**config.mk**
```make
export PLATFORM = sky130hd
export DESIGN_NAME = dma_boot_sequencer_flat
export DESIGN_NICKNAME = d
export VERILOG_FILES = /design/src/rtl/dma_boot_sequencer_if.sv /design/src/rtl/dma_boot_sequencer.sv /design/src/flat_wrapper.sv
export SDC_FILE = /design/constraint.sdc
export NUM_CORES = 1
export LEC_CHECK = 0
export ABC_AREA = 1
export CAP_MARGIN = 20
export CORE_MARGIN = 10
export CORE_UTILIZATION = 38
export DETAILED_ROUTE_END_ITERATION = 8
export PLACE_DENSITY_LB_ADDON = 0.05
export SKIP_CTS_REPAIR_TIMING = 1
export SYNTH_ARGS = -nofsm -noshare
export SYNTH_HDL_FRONTEND = slang
export SYNTH_SLANG_ARGS = --single-unit
```
**constraint.sdc**
```tcl
create_clock -name clock -period 1.9 [get_ports clock]
set_input_delay 0.19 -clock clock [delete_from_list [all_inputs] [get_ports clock]]
set_output_delay 0.19 -clock clock [all_outputs]
set_load 0.1 [all_outputs]
```
**src/rtl/dma_boot_sequencer_if.sv**
```systemverilog
// DMA boot path bundle: UART byte stream in, shared UART transmitter, and the
// hub-side word pulses. The state field mirrors the sequencer FSM for checkers.
interface dma_boot_sequencer_if;
  // Handshake: rx_valid, tx_start, instr_ready and mem_ready are single-cycle
  // pulses with no backpressure; the payload (rdata, sdata, data) is valid in
  // the same cycle as its pulse. tx_busy is a level that holds off tx_start.
  logic        rx_valid;
  logic [7:0]  rdata;
  logic        tx_busy;
  logic        tx_start;
  logic [7:0]  sdata;
  logic        instr_ready;
  logic        mem_ready;
  logic [31:0] data;
  logic        program_loaded;
  logic        overflow;
  logic [1:0]  state;

  modport slave (
    input  rx_valid, rdata, tx_busy,
    output tx_start, sdata, instr_ready, mem_ready, data, program_loaded,
           overflow, state
  );

  modport master (
    output rx_valid, rdata, tx_busy,
    input  tx_start, sdata, instr_ready, mem_ready, data, program_loaded,
           overflow, state
  );
endinterface

```
**src/rtl/dma_boot_sequencer.sv**
```systemverilog
// Assembles UART bytes into little-endian words, loads the code segment as
// instruction pulses, sends one ack byte, then forwards run data as mem pulses.
module dma_boot_sequencer #(
  parameter int         CODE_WORDS_MAX = 256,
  parameter logic [7:0] ACK_BYTE       = 8'hAA
) (
  input  logic               clock,
  input  logic               reset,
  dma_boot_sequencer_if.slave bus
);

  typedef enum logic [1:0] {
    S_COUNT = 2'd0,
    S_LOAD  = 2'd1,
    S_ACK   = 2'd2,
    S_RUN   = 2'd3
  } state_t;

  localparam logic [31:0] CODE_MAX = 32'(CODE_WORDS_MAX);

  state_t      state;
  logic [1:0]  idx;
  logic [23:0] lanes;
  logic [31:0] remaining;
  logic [31:0] instr_idx;
  logic [31:0] data;
  logic [7:0]  sdata;
  logic        instr_ready;
  logic        mem_ready;
  logic        tx_start;
  logic        program_loaded;
  logic        overflow;

  logic        word_done;
  logic [31:0] word;

  // The top byte bypasses the lane register so the word is usable in cycle t.
  assign word_done = bus.rx_valid && (idx == 2'd3);
  assign word      = {bus.rdata, lanes};

  always_ff @(posedge clock) begin
    if (reset) begin
      state          <= S_COUNT;
      idx            <= 2'd0;
      lanes          <= 24'd0;
      remaining      <= 32'd0;
      instr_idx      <= 32'd0;
      data           <= 32'd0;
      sdata          <= 8'd0;
      instr_ready    <= 1'b0;
      mem_ready      <= 1'b0;
      tx_start       <= 1'b0;
      program_loaded <= 1'b0;
      overflow       <= 1'b0;
    end else begin
      instr_ready <= 1'b0;
      mem_ready   <= 1'b0;
      tx_start    <= 1'b0;

      if (bus.rx_valid) begin
        idx <= idx + 2'd1;
        if (idx != 2'd3) lanes[{idx, 3'b000} +: 8] <= bus.rdata;
      end

      if (word_done) data <= word;

      case (state)
        S_COUNT: begin
          if (word_done) begin
            if (word == 32'd0) begin
              state <= S_ACK;
            end else begin
              remaining <= word;
              instr_idx <= 32'd0;
              state     <= S_LOAD;
            end
            if (word > CODE_MAX) overflow <= 1'b1;
          end
        end
        S_LOAD: begin
          // Words past the code segment are consumed but never written.
          if (word_done) begin
            remaining   <= remaining - 32'd1;
            instr_idx   <= instr_idx + 32'd1;
            instr_ready <= (instr_idx < CODE_MAX);
            if (remaining == 32'd1) state <= S_ACK;
          end
        end
        S_ACK: begin
          if (word_done) mem_ready <= 1'b1;
          if (!bus.tx_busy) begin
            tx_start <= 1'b1;
            sdata    <= ACK_BYTE;
            state    <= S_RUN;
          end
        end
        S_RUN: begin
          if (word_done) mem_ready <= 1'b1;
          program_loaded <= 1'b1;
        end
        default: state <= S_COUNT;
      endcase
    end
  end

  assign bus.state          = state;
  assign bus.data           = data;
  assign bus.sdata          = sdata;
  assign bus.instr_ready    = instr_ready;
  assign bus.mem_ready      = mem_ready;
  assign bus.tx_start       = tx_start;
  assign bus.program_loaded = program_loaded;
  assign bus.overflow       = overflow;

endmodule
```
**src/flat_wrapper.sv**
```systemverilog
// flat-port wrapper written by rule: the top's interface ports become plain ports
module dma_boot_sequencer_flat 
#(
  parameter int         CODE_WORDS_MAX = 256,
  parameter logic [7:0] ACK_BYTE       = 8'hAA
)
  (clock, reset, bus_rx_valid, bus_rdata, bus_tx_busy, bus_tx_start, bus_sdata, bus_instr_ready, bus_mem_ready, bus_data, bus_program_loaded, bus_overflow, bus_state);
  dma_boot_sequencer_if bus_i ();
  input  logic clock;
  input  logic reset;
  input wire logic [$bits(bus_i.rx_valid)-1:0] bus_rx_valid;
  input wire logic [$bits(bus_i.rdata)-1:0] bus_rdata;
  input wire logic [$bits(bus_i.tx_busy)-1:0] bus_tx_busy;
  output wire logic [$bits(bus_i.tx_start)-1:0] bus_tx_start;
  output wire logic [$bits(bus_i.sdata)-1:0] bus_sdata;
  output wire logic [$bits(bus_i.instr_ready)-1:0] bus_instr_ready;
  output wire logic [$bits(bus_i.mem_ready)-1:0] bus_mem_ready;
  output wire logic [$bits(bus_i.data)-1:0] bus_data;
  output wire logic [$bits(bus_i.program_loaded)-1:0] bus_program_loaded;
  output wire logic [$bits(bus_i.overflow)-1:0] bus_overflow;
  output wire logic [$bits(bus_i.state)-1:0] bus_state;
  assign bus_i.rx_valid = bus_rx_valid;
  assign bus_i.rdata = bus_rdata;
  assign bus_i.tx_busy = bus_tx_busy;
  assign bus_tx_start = bus_i.tx_start;
  assign bus_sdata = bus_i.sdata;
  assign bus_instr_ready = bus_i.instr_ready;
  assign bus_mem_ready = bus_i.mem_ready;
  assign bus_data = bus_i.data;
  assign bus_program_loaded = bus_i.program_loaded;
  assign bus_overflow = bus_i.overflow;
  assign bus_state = bus_i.state;
  dma_boot_sequencer #(.CODE_WORDS_MAX(CODE_WORDS_MAX), .ACK_BYTE(ACK_BYTE)) u_core (.clock(clock), .reset(reset), .bus(bus_i));
endmodule
```
[Yosys cells after proc, flatten, opt, wreduce, memory -nomap -nowiden]
Index checks and enable logic that the tools add are counted.
Word-level totals
  output and inout bits: 47
  bits of input ports: 12
  register bits: 130
Cells by class
  add/sub/neg operators: 4
  reduce and logical (&&, ||, !) cells: 14
  mux-type cells: 17
  shift operators: 2
  bitwise gates (word level): 5
  equality and inequality tests: 11
  magnitude comparators: 2
Operators with widths (count)
  2-to-1 mux 32 bit: 6
  case mux 32 bit (2 select lines): 2
  adder 32 x 1 -> 32 bit, second input constant: 1
  equality test 32 x 1 -> 1 bit, second input constant: 1
  greater-than comparator 32 x 9 -> 1 bit, second input constant: 1
  logical NOT 32 bit: 1
  < comparator 32 x 9 -> 1 bit, second input constant: 1
  subtractor 32 x 1 -> 32 bit, second input constant: 1
  bitwise mux 24 bit: 1
  variable shift 8 x 7 -> 24 bit, first input constant: 1
  variable part select 8 x 7 -> 24 bit: 1
  2-to-1 mux 2 bit: 5
  negator 5 -> 7 bit: 1
  equality test 2 bit, second input constant: 3
  != test 2 x 1 -> 1 bit, second input constant: 3
  != test 2 bit, second input constant: 3
  case mux 2 bit (3 select lines): 1
  OR reduction 2 bit: 3
  inverter 1 bit: 5
  AND reduction 5 bit: 1
  AND reduction 2 bit: 2
  AND reduction 4 bit: 1
  AND reduction 3 bit: 1
  nonzero test 3 bit: 1
  other kinds (7): 8

[Depth between registers and ports, before layout]
  depth in word-level cells: 4
  mapped depth: 12
  gate-level depth less buffers: 12

[Least setup slack after synthesis]
No wires, ideal clock.
  path type: register to register
  start point: reg u_core.state[1] (netlist: u_core.bus.state[1])
  end point: reg u_core.instr_idx[2]
  clock period less this slack: 2525 ps
  data arrival time: 2393 ps
  data required time: 1768 ps
  stages on the path, launching flop included: 10
  setup slack: -625 ps
  library setup time: 132 ps
  cells stage by stage: dfxtp_1 -> inv_1 -> ha_1 -> clkbuf_1 -> inv_1 -> clkbuf_1 -> clkbuf_1 -> nor2_1 -> nand2_1 -> a21oi_1
On the way
  word-level cells in the longest chain between the ends: 3
  elaborated cells on any way between the ends: 8
RTL lines
  from (decl): line dma_boot_sequencer.sv:21  | state_t state;
  from (signal assigned): line dma_boot_sequencer.sv:43  | state <= S_COUNT;
  from (signal assigned): line dma_boot_sequencer.sv:71  | state <= S_ACK;
  from (signal assigned): line dma_boot_sequencer.sv:75  | state <= S_LOAD;
  equality test 2 x 1 -> 1 bit / logical NOT 2 bit (equally long branches): line dma_boot_sequencer.sv:67  | case (state)
  != test 2 x 1 -> 1 bit (no line) (tied with other cells)
  AND reduction 4 bit (no line)
  to (signal assigned): line dma_boot_sequencer.sv:84  | instr_idx <= instr_idx + 32'd1;
  to (decl): line dma_boot_sequencer.sv:25  | logic [31:0] instr_idx;
Parallel ways exist; a longest one is shown, timed or not.
A chain may end at the register's enable or synchronous reset.

[Worst setup path after layout]
  start point: reg u_core.instr_idx[0]
  end point: reg u_core.instr_idx[16]
On the way
  word-level cells in the longest chain between the ends: 3
RTL lines
  adder 32 x 1 -> 32 bit: line dma_boot_sequencer.sv:84
  2-to-1 mux 32 bit: line dma_boot_sequencer.sv:82  | if (word_done) begin
  case mux 32 bit (2 select lines): line dma_boot_sequencer.sv:67
No other way between the ends. The select of a mux whose other input is x is not followed.

==> results_dict.tcl <==
set metrics [dict create \
    outcome "finished clean" \
    yosys-top-cells-count "nor2_1, nand2_1, dfxtp_1" \
    instances_no_fill 1555 \
    avgSynthCellArea_um2 6.12 \
    synthCells 1199 \
    grt_pass1_vias 6784 \
    cpPeakStageDelay_ns 0.39 \
    power_frac_clock 0.417 \
    synth_area_leader_cell "dfxtp_1" \
    vias 7561 \
    clkTransAtPathRegs_ns 0.06 \
    drc_errors 0 \
    clk_latency_ns 0.43 \
    dr.pass1.iters 6 \
    syn_area_um2 7340 \
    required_ns 2.26 \
    cpMostUsedCell "nor2_1" \
    crit_path_max_fanout 4 \
    cts_tree "built" \
    clock-sinks 130 \
    yosysTopAreaCellShare 0.354 \
    cts_buffers 17 \
    p_leak_nw 3.83 \
    synth_async_sr_flop_share 0 \
    wl_mm 23.3 \
    drt-initial-drc-count 531 \
    synthXorXnorAreaFrac 0.0203 \
    crit_type "reg2reg" \
    yosysWarnings 0 \
    synth_simple_gate_area_frac 0.378 \
    die_height_um 159 \
    core_um2 18800 \
    p_switching_w 0.00267 \
    synth_top_family_by_area "simple AND/OR/NAND/NOR gates" \
    post_drt_wl_per_cell_um 15.0 \
    cts_max_path_buffers 2 \
    place_ws_ns -0.0831 \
    drive_gt1_frac 0.124 \
    whs_ns 0.0734 \
    syn_to_final_growth_pct 23.4 \
    fin_crit_ns 1.85 \
    power_frac_seq 0.361 \
    startpoint_type "flip-flop" \
    synth-main-ff-cell "dfxtp_1" \
    grt_max_degree 73 \
    via_per_inst 4.86 \
    power_w 0.00794 \
    hpwl_mm 17.0 \
    antenna_found_initial 0 \
    setup_tns_ns 0 \
    ys_seq_area_frac 0.354 \
    synthMuxAreaShare 0 \
    ir_worst_vdd_mv 0.550 \
    die_area_um2 25300 \
    p_comb_frac 0.222 \
    dp.cells 1519 \
    finalSetupViolCount 0 \
    start_util 0.390 \
    internal-power_w 0.00527 \
    multi_input_comb_area_um2 4100 \
    ys_ff_latch 130 \
    cp-end-kind "flip-flop" \
    arrival_ns 2.21 \
    fillers 2009 \
    hold_viol 0 \
    hold_class "in2reg" \
    critPathSlowestCell "dfxtp_1" \
    antenna_cells 0 \
    power_density_nw_per_um2 877 \
    max_freq_mhz 541 \
    period_share 0.973 \
    p_sw_frac 0.337 \
    grt_pass1_wl_mm 37.2 \
    synth.distinct_cells 35 \
    fin_skew_ns 0.0118 \
    track_usage 0.179 \
    yosysMostFrequentCell "nor2_1" \
    maxCapViolCount 0 \
    synth_edf_count 0 \
    die_w_um 159 \
    path_cells "ha_1 > inv_1 > nor2_1 > nand2_1 > nor2_1 > xor2_1 > nand3_1 > a21oi_1" \
    cts_root_buffer "clkbuf_16" \
    synthAdderAreaFrac 0.0204 \
    setup_ws_ns 0.0505 \
    synth_compound_area_frac 0.133 \
    r2r_setup_slack_ns 0.05 \
    ant_nets 0 \
    slew_viol_final 0 \
    ios 59 \
    portBuffers 54 \
    h-tree-depth 4 \
    final_net_count 1306 \
    fp-row-count 50 \
    seqCellArea_um2 2610 \
    gp_congestion 0.897 \
    gr-total-overflow 0 \
    synthTopCellsByArea "dfxtp_1, nor2_1, nand2_1" \
]
placed cells by master, fill, tap and decap left out, types with 2 or more instances in the layout:
cell	synthesis	routed
xor2_1	10	10
ha_1	12	11
inv_2	1	3
conb_1	1	4
clkinv_1	2	2
buf_4	9	93
nor2_2	1	6
o21ai_1	7	8
clkinv_4	0	3
nand3_1	93	93
clkbuf_8	0	3
dfxtp_4	0	2
xnor2_1	7	7
clkinvlp_4	0	4
a21oi_1	84	84
clkbuf_16	0	19
clkdlybuf4s50_1	0	10
o21ai_0	90	89
buf_12	0	8
nor2_1	288	283
nand2_2	3	4
inv_1	104	102
inv_6	0	3
nand4_1	5	5
nor4_1	5	5
nand2_1	282	281
or2_2	2	2
nor3_1	7	7
dfxtp_1	130	127
power by group through the flow:
stage          sequential [W]  clock, W  combinational, W
6_report              0.00287   0.00331           0.00177
5_1_grt               0.00288   0.00348           0.00196
4_1_cts               0.00286   0.00337           0.00174
3_5_place_dp          0.00292         0           0.00173
3_3_place_gp          0.00292         0           0.00174
2_1_floorplan         0.00307         0           0.00101
cells by family after synthesis:
logic type | count (synthesis)
other | 1
adders and majority gates | 12
xor gates and xnor gates | 17
AOI/OAI and AO/OA | 188
and+or+nand+nor | 690
buffers and inverters | 161
DFF | 130
final cells by class:
type,count,area share
clock inverter,12,0.0137
clock buffer,20,0.0515
sequential,130,0.288
inverter,107,0.0443
tap,260,0.0359
timing repair buffer,115,0.113
multi-input combinational,911,0.453
state kept, by name (all words and copies together) (netlist names):
signal	cells
u_core.bus.sdata	1
u_core.instr_idx	32
u_core.bus.overflow	1
u_core.bus.program_loaded	1
u_core.bus.mem_ready	1
u_core.bus.state	2
u_core.lanes	24
u_core.idx	2
u_core.remaining	32
u_core.bus.data	32
u_core.bus.tx_start	1
u_core.bus.instr_ready	1
per-layer routing:
metal  share of wire  up-vias  GRT usage
met4           0.011        0     0.0459
li1                -     3963          -
met5               0        -          0
met2            0.41      189      0.248
met3           0.059       20     0.0377
met1            0.52     3389      0.271
final timing paths:
| path | start | to | cells past startpoint |
|---|---|---|---|
| hold reg to reg | u_core.bus.overflow | u_core.bus.overflow | 2 |
| hold / removal | reset | u_core.idx[0] | 2 |
| setup reg to reg | u_core.instr_idx[0] | u_core.instr_idx[16] | 8 |
| setup / recovery | u_core.instr_idx[0] | u_core.instr_idx[16] | 8 |
stage by stage:
stage          instance area [µm²]   util
6_report                      9060  0.481
5_1_grt                       9060  0.481
4_1_cts                       8940  0.475
3_5_place_dp                  8350  0.443
3_3_place_gp                  8350  0.443
2_1_floorplan                 7360      -
worst max-delay path, delay by kind of cell (launching register included):
kind                     cells  cell delay, ns
AO/OA/AOI/OAI                1            0.12
XOR/XNOR                     1            0.18
adder cells (fa/ha/maj)      1            0.24
buffers and inverters        1            0.05
flip-flops                   1            0.39
AND/OR/NAND/NOR              4            0.81
No activity file was read; power rests on OpenSTA's default activity.
